$ cat src/rtl/alu_seq.sv
// alu_seq: registered EX-stage ALU with an optional iterative multiply/divide
// unit (HI/LO registers, MIPS-style MULT/MULTU/DIV/DIVU/MFHI/MFLO).
// Optional feature macro: ALU_SEQ_MULDIV_EN (undefined: mul/div opcodes act
// as unsupported single-cycle ops, hi=lo=0, busy=0, in_ready=1).
module alu_seq #(
  parameter int W    = 32,
  parameter int OP_W = 4
) (
  input  logic            clk,
  input  logic            rst,
  input  logic [W-1:0]    a,
  input  logic [W-1:0]    b,
  input  logic [OP_W-1:0] op,
  input  logic            in_valid,
  output logic            in_ready,
  output logic [W-1:0]    result,
  output logic            ov,
  output logic            out_valid,
  output logic [W-1:0]    hi,
  output logic [W-1:0]    lo,
  output logic            busy
);

  localparam logic [OP_W-1:0] OP_AND   = OP_W'(0);
  localparam logic [OP_W-1:0] OP_OR    = OP_W'(1);
  localparam logic [OP_W-1:0] OP_ADD   = OP_W'(2);
  localparam logic [OP_W-1:0] OP_XOR   = OP_W'(3);
  localparam logic [OP_W-1:0] OP_NOR   = OP_W'(4);
  localparam logic [OP_W-1:0] OP_SLTU  = OP_W'(5);
  localparam logic [OP_W-1:0] OP_SUB   = OP_W'(6);
  localparam logic [OP_W-1:0] OP_SLT   = OP_W'(7);
  localparam logic [OP_W-1:0] OP_MULT  = OP_W'(8);
  localparam logic [OP_W-1:0] OP_MULTU = OP_W'(9);
  localparam logic [OP_W-1:0] OP_DIV   = OP_W'(10);
  localparam logic [OP_W-1:0] OP_DIVU  = OP_W'(11);
  localparam logic [OP_W-1:0] OP_MFHI  = OP_W'(12);
  localparam logic [OP_W-1:0] OP_MFLO  = OP_W'(13);

  // Single-cycle ALU; returns {ov, result}. MFHI/MFLO read the live HI/LO.
  function automatic logic [W:0] sc_alu(input logic [OP_W-1:0] f_op,
                                        input logic [W-1:0] x,
                                        input logic [W-1:0] y,
                                        input logic [W-1:0] hv,
                                        input logic [W-1:0] lv);
    logic signed [W-1:0] xs;
    logic signed [W-1:0] ys;
    logic [W-1:0] s;
    logic [W-1:0] d;
    xs = x;
    ys = y;
    s  = x + y;
    d  = x - y;
    case (f_op)
      OP_AND:  sc_alu = {1'b0, x & y};
      OP_OR:   sc_alu = {1'b0, x | y};
      OP_ADD:  sc_alu = {(x[W-1] == y[W-1]) && (s[W-1] != x[W-1]), s};
      OP_XOR:  sc_alu = {1'b0, x ^ y};
      OP_NOR:  sc_alu = {1'b0, ~(x | y)};
      OP_SLTU: sc_alu = {1'b0, {(W-1){1'b0}}, x < y};
      OP_SUB:  sc_alu = {(x[W-1] != y[W-1]) && (d[W-1] != x[W-1]), d};
      OP_SLT:  sc_alu = {1'b0, {(W-1){1'b0}}, xs < ys};
      OP_MFHI: sc_alu = {1'b0, hv};
      OP_MFLO: sc_alu = {1'b0, lv};
      default: sc_alu = '0;
    endcase
  endfunction

  // Conditional two's-complement negate (magnitude <-> signed value).
  function automatic logic [W-1:0] mag(input logic [W-1:0] x, input logic neg);
    mag = neg ? -x : x;
  endfunction

  logic [W:0]   sc_out;
  logic         xfer;
  logic         is_md;
  logic         fix_now;
  logic [W-1:0] fix_hi;
  logic [W-1:0] fix_lo;
  logic         fix_ov;
  logic [W-1:0] hi_cur;
  logic [W-1:0] lo_cur;

  assign xfer   = in_valid & in_ready;
  assign sc_out = sc_alu(op, a, b, hi_cur, lo_cur);

`ifdef ALU_SEQ_MULDIV_EN
  localparam int CNT_W = $clog2(W + 1);

  typedef enum logic [1:0] {IDLE, MUL, DIV, FIX} state_t;

  state_t             state, state_nx;
  logic [CNT_W-1:0]   cnt;
  logic [W:0]         rem_r;
  logic [W-1:0]       q_r;
  logic [W-1:0]       m_r;
  logic               sa_r, sb_r, is_div_r, dz_r, fault_r;
  logic [W-1:0]       hi_r, lo_r;
  logic               is_mul, is_div, sgn_op;
  logic [W:0]         mul_sum;
  logic [W:0]         div_sh;
  logic [W:0]         div_diff;
  logic [2*W-1:0]     prod;

  assign is_mul  = (op == OP_MULT) || (op == OP_MULTU);
  assign is_div  = (op == OP_DIV)  || (op == OP_DIVU);
  assign sgn_op  = (op == OP_MULT) || (op == OP_DIV);
  assign is_md   = is_mul || is_div;
  assign in_ready = (state == IDLE);
  assign busy     = (state != IDLE);
  assign fix_now  = (state == FIX);
  assign hi_cur   = hi_r;
  assign lo_cur   = lo_r;
  assign hi       = hi_r;
  assign lo       = lo_r;

  // State register.
  always_ff @(posedge clk) begin
    if (rst) state <= IDLE;
    else     state <= state_nx;
  end

  // Next-state: launch on a mul/div transfer, FIX after the last iteration.
  always_comb begin
    state_nx = state;
    case (state)
      IDLE: if (xfer && is_mul) state_nx = MUL;
            else if (xfer && is_div) state_nx = DIV;
      MUL,
      DIV:  if (cnt == CNT_W'(1)) state_nx = FIX;
      FIX:  state_nx = IDLE;
      default: state_nx = IDLE;
    endcase
  end

  assign mul_sum  = rem_r + (q_r[0] ? {1'b0, m_r} : '0);
  assign div_sh   = {rem_r[W-1:0], q_r[W-1]};
  assign div_diff = div_sh - {1'b0, m_r};

  // Sign correction of the unsigned iteration result.
  always_comb begin
    prod = {rem_r[W-1:0], q_r};
    if (sa_r ^ sb_r) prod = -prod;
    fix_ov = fault_r;
    if (is_div_r) begin
      fix_hi = mag(rem_r[W-1:0], sa_r);
      fix_lo = dz_r ? '1 : mag(q_r, sa_r ^ sb_r);
    end else begin
      fix_hi = prod[2*W-1:W];
      fix_lo = prod[W-1:0];
    end
  end

  // Iteration datapath: operand latch on entry, shift-add or restoring step.
  always_ff @(posedge clk) begin
    if (rst) begin
      cnt <= '0;
    end else if (state == IDLE && xfer && is_md) begin
      cnt      <= CNT_W'(W);
      sa_r     <= sgn_op & a[W-1];
      sb_r     <= sgn_op & b[W-1];
      q_r      <= mag(a, sgn_op & a[W-1]);
      m_r      <= mag(b, sgn_op & b[W-1]);
      rem_r    <= '0;
      is_div_r <= is_div;
      dz_r     <= is_div && (b == '0);
      fault_r  <= is_div && ((b == '0) ||
                  (sgn_op && a == {1'b1, {(W-1){1'b0}}} && b == '1));
    end else if (state == MUL) begin
      cnt   <= cnt - CNT_W'(1);
      rem_r <= {1'b0, mul_sum[W:1]};
      q_r   <= {mul_sum[0], q_r[W-1:1]};
    end else if (state == DIV) begin
      cnt <= cnt - CNT_W'(1);
      if (!div_diff[W]) begin
        rem_r <= div_diff;
        q_r   <= {q_r[W-2:0], 1'b1};
      end else begin
        rem_r <= div_sh;
        q_r   <= {q_r[W-2:0], 1'b0};
      end
    end
  end

  // HI/LO are written only when a mul/div completes.
  always_ff @(posedge clk) begin
    if (rst) begin
      hi_r <= '0;
      lo_r <= '0;
    end else if (fix_now) begin
      hi_r <= fix_hi;
      lo_r <= fix_lo;
    end
  end
`else
  assign is_md    = 1'b0;
  assign fix_now  = 1'b0;
  assign fix_hi   = '0;
  assign fix_lo   = '0;
  assign fix_ov   = 1'b0;
  assign in_ready = 1'b1;
  assign busy     = 1'b0;
  assign hi_cur   = '0;
  assign lo_cur   = '0;
  assign hi       = '0;
  assign lo       = '0;
`endif

  // Output register: single-cycle result on transfer, mul/div result at FIX.
  always_ff @(posedge clk) begin
    if (rst) begin
      result    <= '0;
      ov        <= 1'b0;
      out_valid <= 1'b0;
    end else begin
      out_valid <= 1'b0;
      if (xfer && !is_md) begin
        result    <= sc_out[W-1:0];
        ov        <= sc_out[W];
        out_valid <= 1'b1;
      end else if (fix_now) begin
        result    <= fix_lo;
        ov        <= fix_ov;
        out_valid <= 1'b1;
      end
    end
  end

endmodule

$ cat config.mk
export PLATFORM = sky130hd
export DESIGN_NAME = alu_seq
export DESIGN_NICKNAME = d
export VERILOG_FILES = /design/src/rtl/alu_seq.sv
export SDC_FILE = /design/constraint.sdc
export NUM_CORES = 1
export LEC_CHECK = 0
export CORE_ASPECT_RATIO = 0.7
export CORE_MARGIN = 3
export CORE_UTILIZATION = 35
export CTS_CLUSTER_DIAMETER = 150
export CTS_CLUSTER_SIZE = 10
export DETAILED_ROUTE_END_ITERATION = 10
export PLACE_DENSITY = 0.57
export SETUP_SLACK_MARGIN = 0.02
export SYNTH_ARGS = -nofsm -noshare
export SYNTH_HDL_FRONTEND = slang
export SYNTH_SLANG_ARGS = --single-unit
$ cat constraint.sdc
create_clock -name clk -period 5.8 [get_ports clk]
set_input_delay 0.87 -clock clk [delete_from_list [all_inputs] [get_ports clk]]
set_output_delay 0.87 -clock clk [all_outputs]
set_load 0.005 [all_outputs]
==> flow_summary.yaml <==
die:
  die_h_um: 125
  floorplan.initialDensity_pct: 36.6
  design.die.area_mm2: 0.0221
  io_pins: 171
  die-width_um: 176
  design.core.area_mm2: 0.0194
  std_cell_rows: 42
critical_path:
  critPathKind: "in2reg"
  element_type_at_the_critical_path_start: "input pin"
  cp_slowest_stage_delay_ns: 0.44
  r2r_setup_slk_ns: 3.89
  crit_path_cells: "clkdlybuf4s50_1, inv_1, ha_1, inv_1, fa_1, nor2b_1, o21ai_1, a21oi_1, a221o_1, a21boi_1, o31a_1, o31a_1, nor2_1, or3_1"
  critical_path.n_buffers_inverters: 3
  worst_ep_required_time_ns: 5.98
  cp.arrival_ns: 4.38
  critPathMaxFanout: 4
  cp_slowest_cell: "a221o_1"
  worst_setup_path_end_kind: "flip-flop"
  critical-path-top-delay-family: "compound AO/OA/AOI/OAI gates"
grt:
  via_count_of_the_first_global_routing_pass: 7028
  grt_max_degree: 48
  grt_util_all_layers_pct: 23.1
  global_route.overflow_total: 0
  antenna_found_initial: 0
  grt_pass1_wl_um: 40700
sta:
  timing.clock.skew_ns: 0
  maxSlewHeadroom_pct: 33.3
  final.period_utilization_pct: 72.5
  final_setup_violating_endpoints: 0
  rsz_0062_raised_after_global_routing: "no"
  clock.fmax_mhz: 238
  finalWorstPathRequiredPeriod_ns: 4.20
  setup-tns-final_ns: 0
  timing.final.max_slew_violations: 0
  max_slew.worst_pin.slew_ns: 1.00
  hold_viol_final: 0
final_layout:
  register_area_um2: 681
  layout.core_utilization_pct: 42.3
  n_fill_cell: 2022
  multiInputGateArea_mm2: 0.00558
  n_antenna_cell: 0
  fin_nets: 1265
  drive_above_1_share_pct: 3.56
  syn2layout_area_growth_pct: 15.6
detailed_routing:
  detail-route-antenna-nets: 0
  wire_per_inst_um: 19.6
  drt_first_pass_iters: 6
  route.final.wire_length_um: 26700
  num_vias: 7826
  vias_per_cell: 5.76
  drt_iter0_markers: 758
  drcViolationCount: 0
clocking:
  cts_resized: 0
  postCtsSetupBuffers: 0
  clk_transition_reported_paths_ns: 0.07
  holdBufCountCts: 0
  htreeDepth: 2
  tritoncts: "built"
  clock-root-buffer: "clkbuf_16"
  clock_sinks: 34
  latest_clock_arrival_within_the_worst_skew_pair_ns: 0.30
  cts_buffers: 5
  clockBufferDepth: 2
pwr:
  irDropWorstVdd_mv: 0.0960
  powerDensity_mw_per_mm2: 147
  leakage_nw: 3.54
logic_synthesis:
  postSynthRegisterBits: 34
  unique_cell_type_count_in_the_yosys_netlist: 83
  async_flop_share_pct: 0
  largest_area_contributor_in_the_netlist: "ha_1"
  syn_avg_cell_area_um2: 6.83
  post_synth_inst_count: 1039
  number_of_enable_flip_flop_cells_after_synthesis: 0
  ys_warn_count: 0
  synth_top_flop_cell: "dfxtp_1"
  synthesis.area_mm2: 0.00710
  post_synth_main_area_contributors: "ha_1 (17%), dfxtp_1 (9.6%), buf_4 (7.0%), a21oi_1 (6.9%), nor2_1 (6.1%)"
  seq_area_frac_synth_pct: 9.59
  netlist.area_leader.share_pct: 17.3
placed_design:
  place.port_buffers: 104
  finalWeightedCongestion: 0.956
  dp.final_hpwl_um: 20300
flow_run:
  cap_viol_max_count: 0
min_path:
  kind_of_path_behind_the_tightest_hold_check: "reg2reg"
run_status:
  status: "complete, no violations"
-- per-stage QoR --
stage               power, mW  hold WS, ns  cell area, um^2  setup WS, ns  cells
floorplan               0.697        0.444             7340          2.42   1103
global placement        0.889        0.471             8050          1.45   1351
detailed placement      0.885        0.472             8050          1.38   1351
CTS                      1.19        0.485             8200          1.69   1359
global route             1.28        0.508             8200          1.42   1359
finish                   1.20        0.484             8200          1.60   1359
-- logic make-up after synthesis --
logic type	synth area share (%)
flip-flops	9.59
AND/OR/NAND/NOR	20.3
buffers and inverters	15.5
multiplexers	0.582
AO/OA/AOI/OAI	34.5
XOR/XNOR	1.60
other	0.106
adder cells (fa/ha/maj)	17.8
-- tightest hold or removal path: stages, from the launching register on --
cell,delay (ns)
dfxtp_1,0.31
nor2_1,0.08
nor3_1,0.05
-- metal layers --
layer	GRT usage (%)	up-vias	share of wire, %
met2	29.8	409	37
li1	-	3721	-
met1	37.2	3677	50
met4	3.63	0	1.1
met5	0	-	0
met3	6.70	19	11
-- where the power goes --
part	leakage, nW	switching [mW]	total [mW]	internal, mW
registers	0.279	0.0100	0.257	0.247
logic	3.19	0.394	0.644	0.250
clock network	0.0729	0.132	0.303	0.171
total	3.54	0.536	1.20	0.668
-- area by class of cell --
type | instances | area share, %
Inverter | 93 | 4.26
Timing Repair Buffer | 114 | 13.6
Tap cell | 264 | 4.03
Multi-Input combinational cell | 846 | 68.0
Sequential cell | 34 | 8.30
Clock buffer | 6 | 1.69
Clock inverter | 2 | 0.153
-- flip-flops by register name, summed over array words and instances, names as in the netlist --
register,count
result,32
ov,1
out_valid,1
-- synthesized netlist by cell type (7+ instances only) --
cell type	n
nor2_1	115
a21oi_1	98
ha_1	98
inv_1	87
o21ai_0	78
buf_4	66
clkbuf_1	57
nand2_1	51
dfxtp_1	34
a221oi_1	23
nor3_1	22
a21o_1	18
nand3_1	17
nor4_1	15
nor2b_1	14
o21a_1	13
xnor2_1	13
a31oi_1	12
and3_1	10
nand2b_1	10
o211ai_1	10
a211oi_1	9
a221o_1	9
a311oi_1	9
nand4_1	8
o31ai_1	7
-- final timing paths --
kind         startpoint          to  cells after the start
min          result[15]  result[15]                      2
min reg2reg  result[15]  result[15]                      2
max                a[0]  result[30]                     14
max reg2reg  result[30]  result[30]                      6
-- cells in the final DEF, fill, tap and decap left out, types with 8 or more instances in the layout --
| cell | count |
|---|---|
| a21oi_1 | 97 |
| a311oi_1 | 9 |
| and3_1 | 10 |
| a21o_1 | 18 |
| xnor2_1 | 13 |
| nor2_1 | 115 |
| a211oi_1 | 9 |
| nor3_1 | 22 |
| clkdlybuf4s50_1 | 104 |
| inv_1 | 87 |
| conb_1 | 66 |
| nor2b_1 | 14 |
| buf_4 | 10 |
| o21ai_0 | 78 |
| o21a_1 | 13 |
| ha_1 | 98 |
| nor4_1 | 14 |
| dfxtp_1 | 34 |
| o211ai_1 | 10 |
| a221oi_1 | 23 |
| nand3_1 | 17 |
| a31oi_1 | 12 |
| nand4_1 | 8 |
| nand2_1 | 51 |
| a221o_1 | 9 |
| nand2b_1 | 10 |
(Power assumes the default switching activity.)
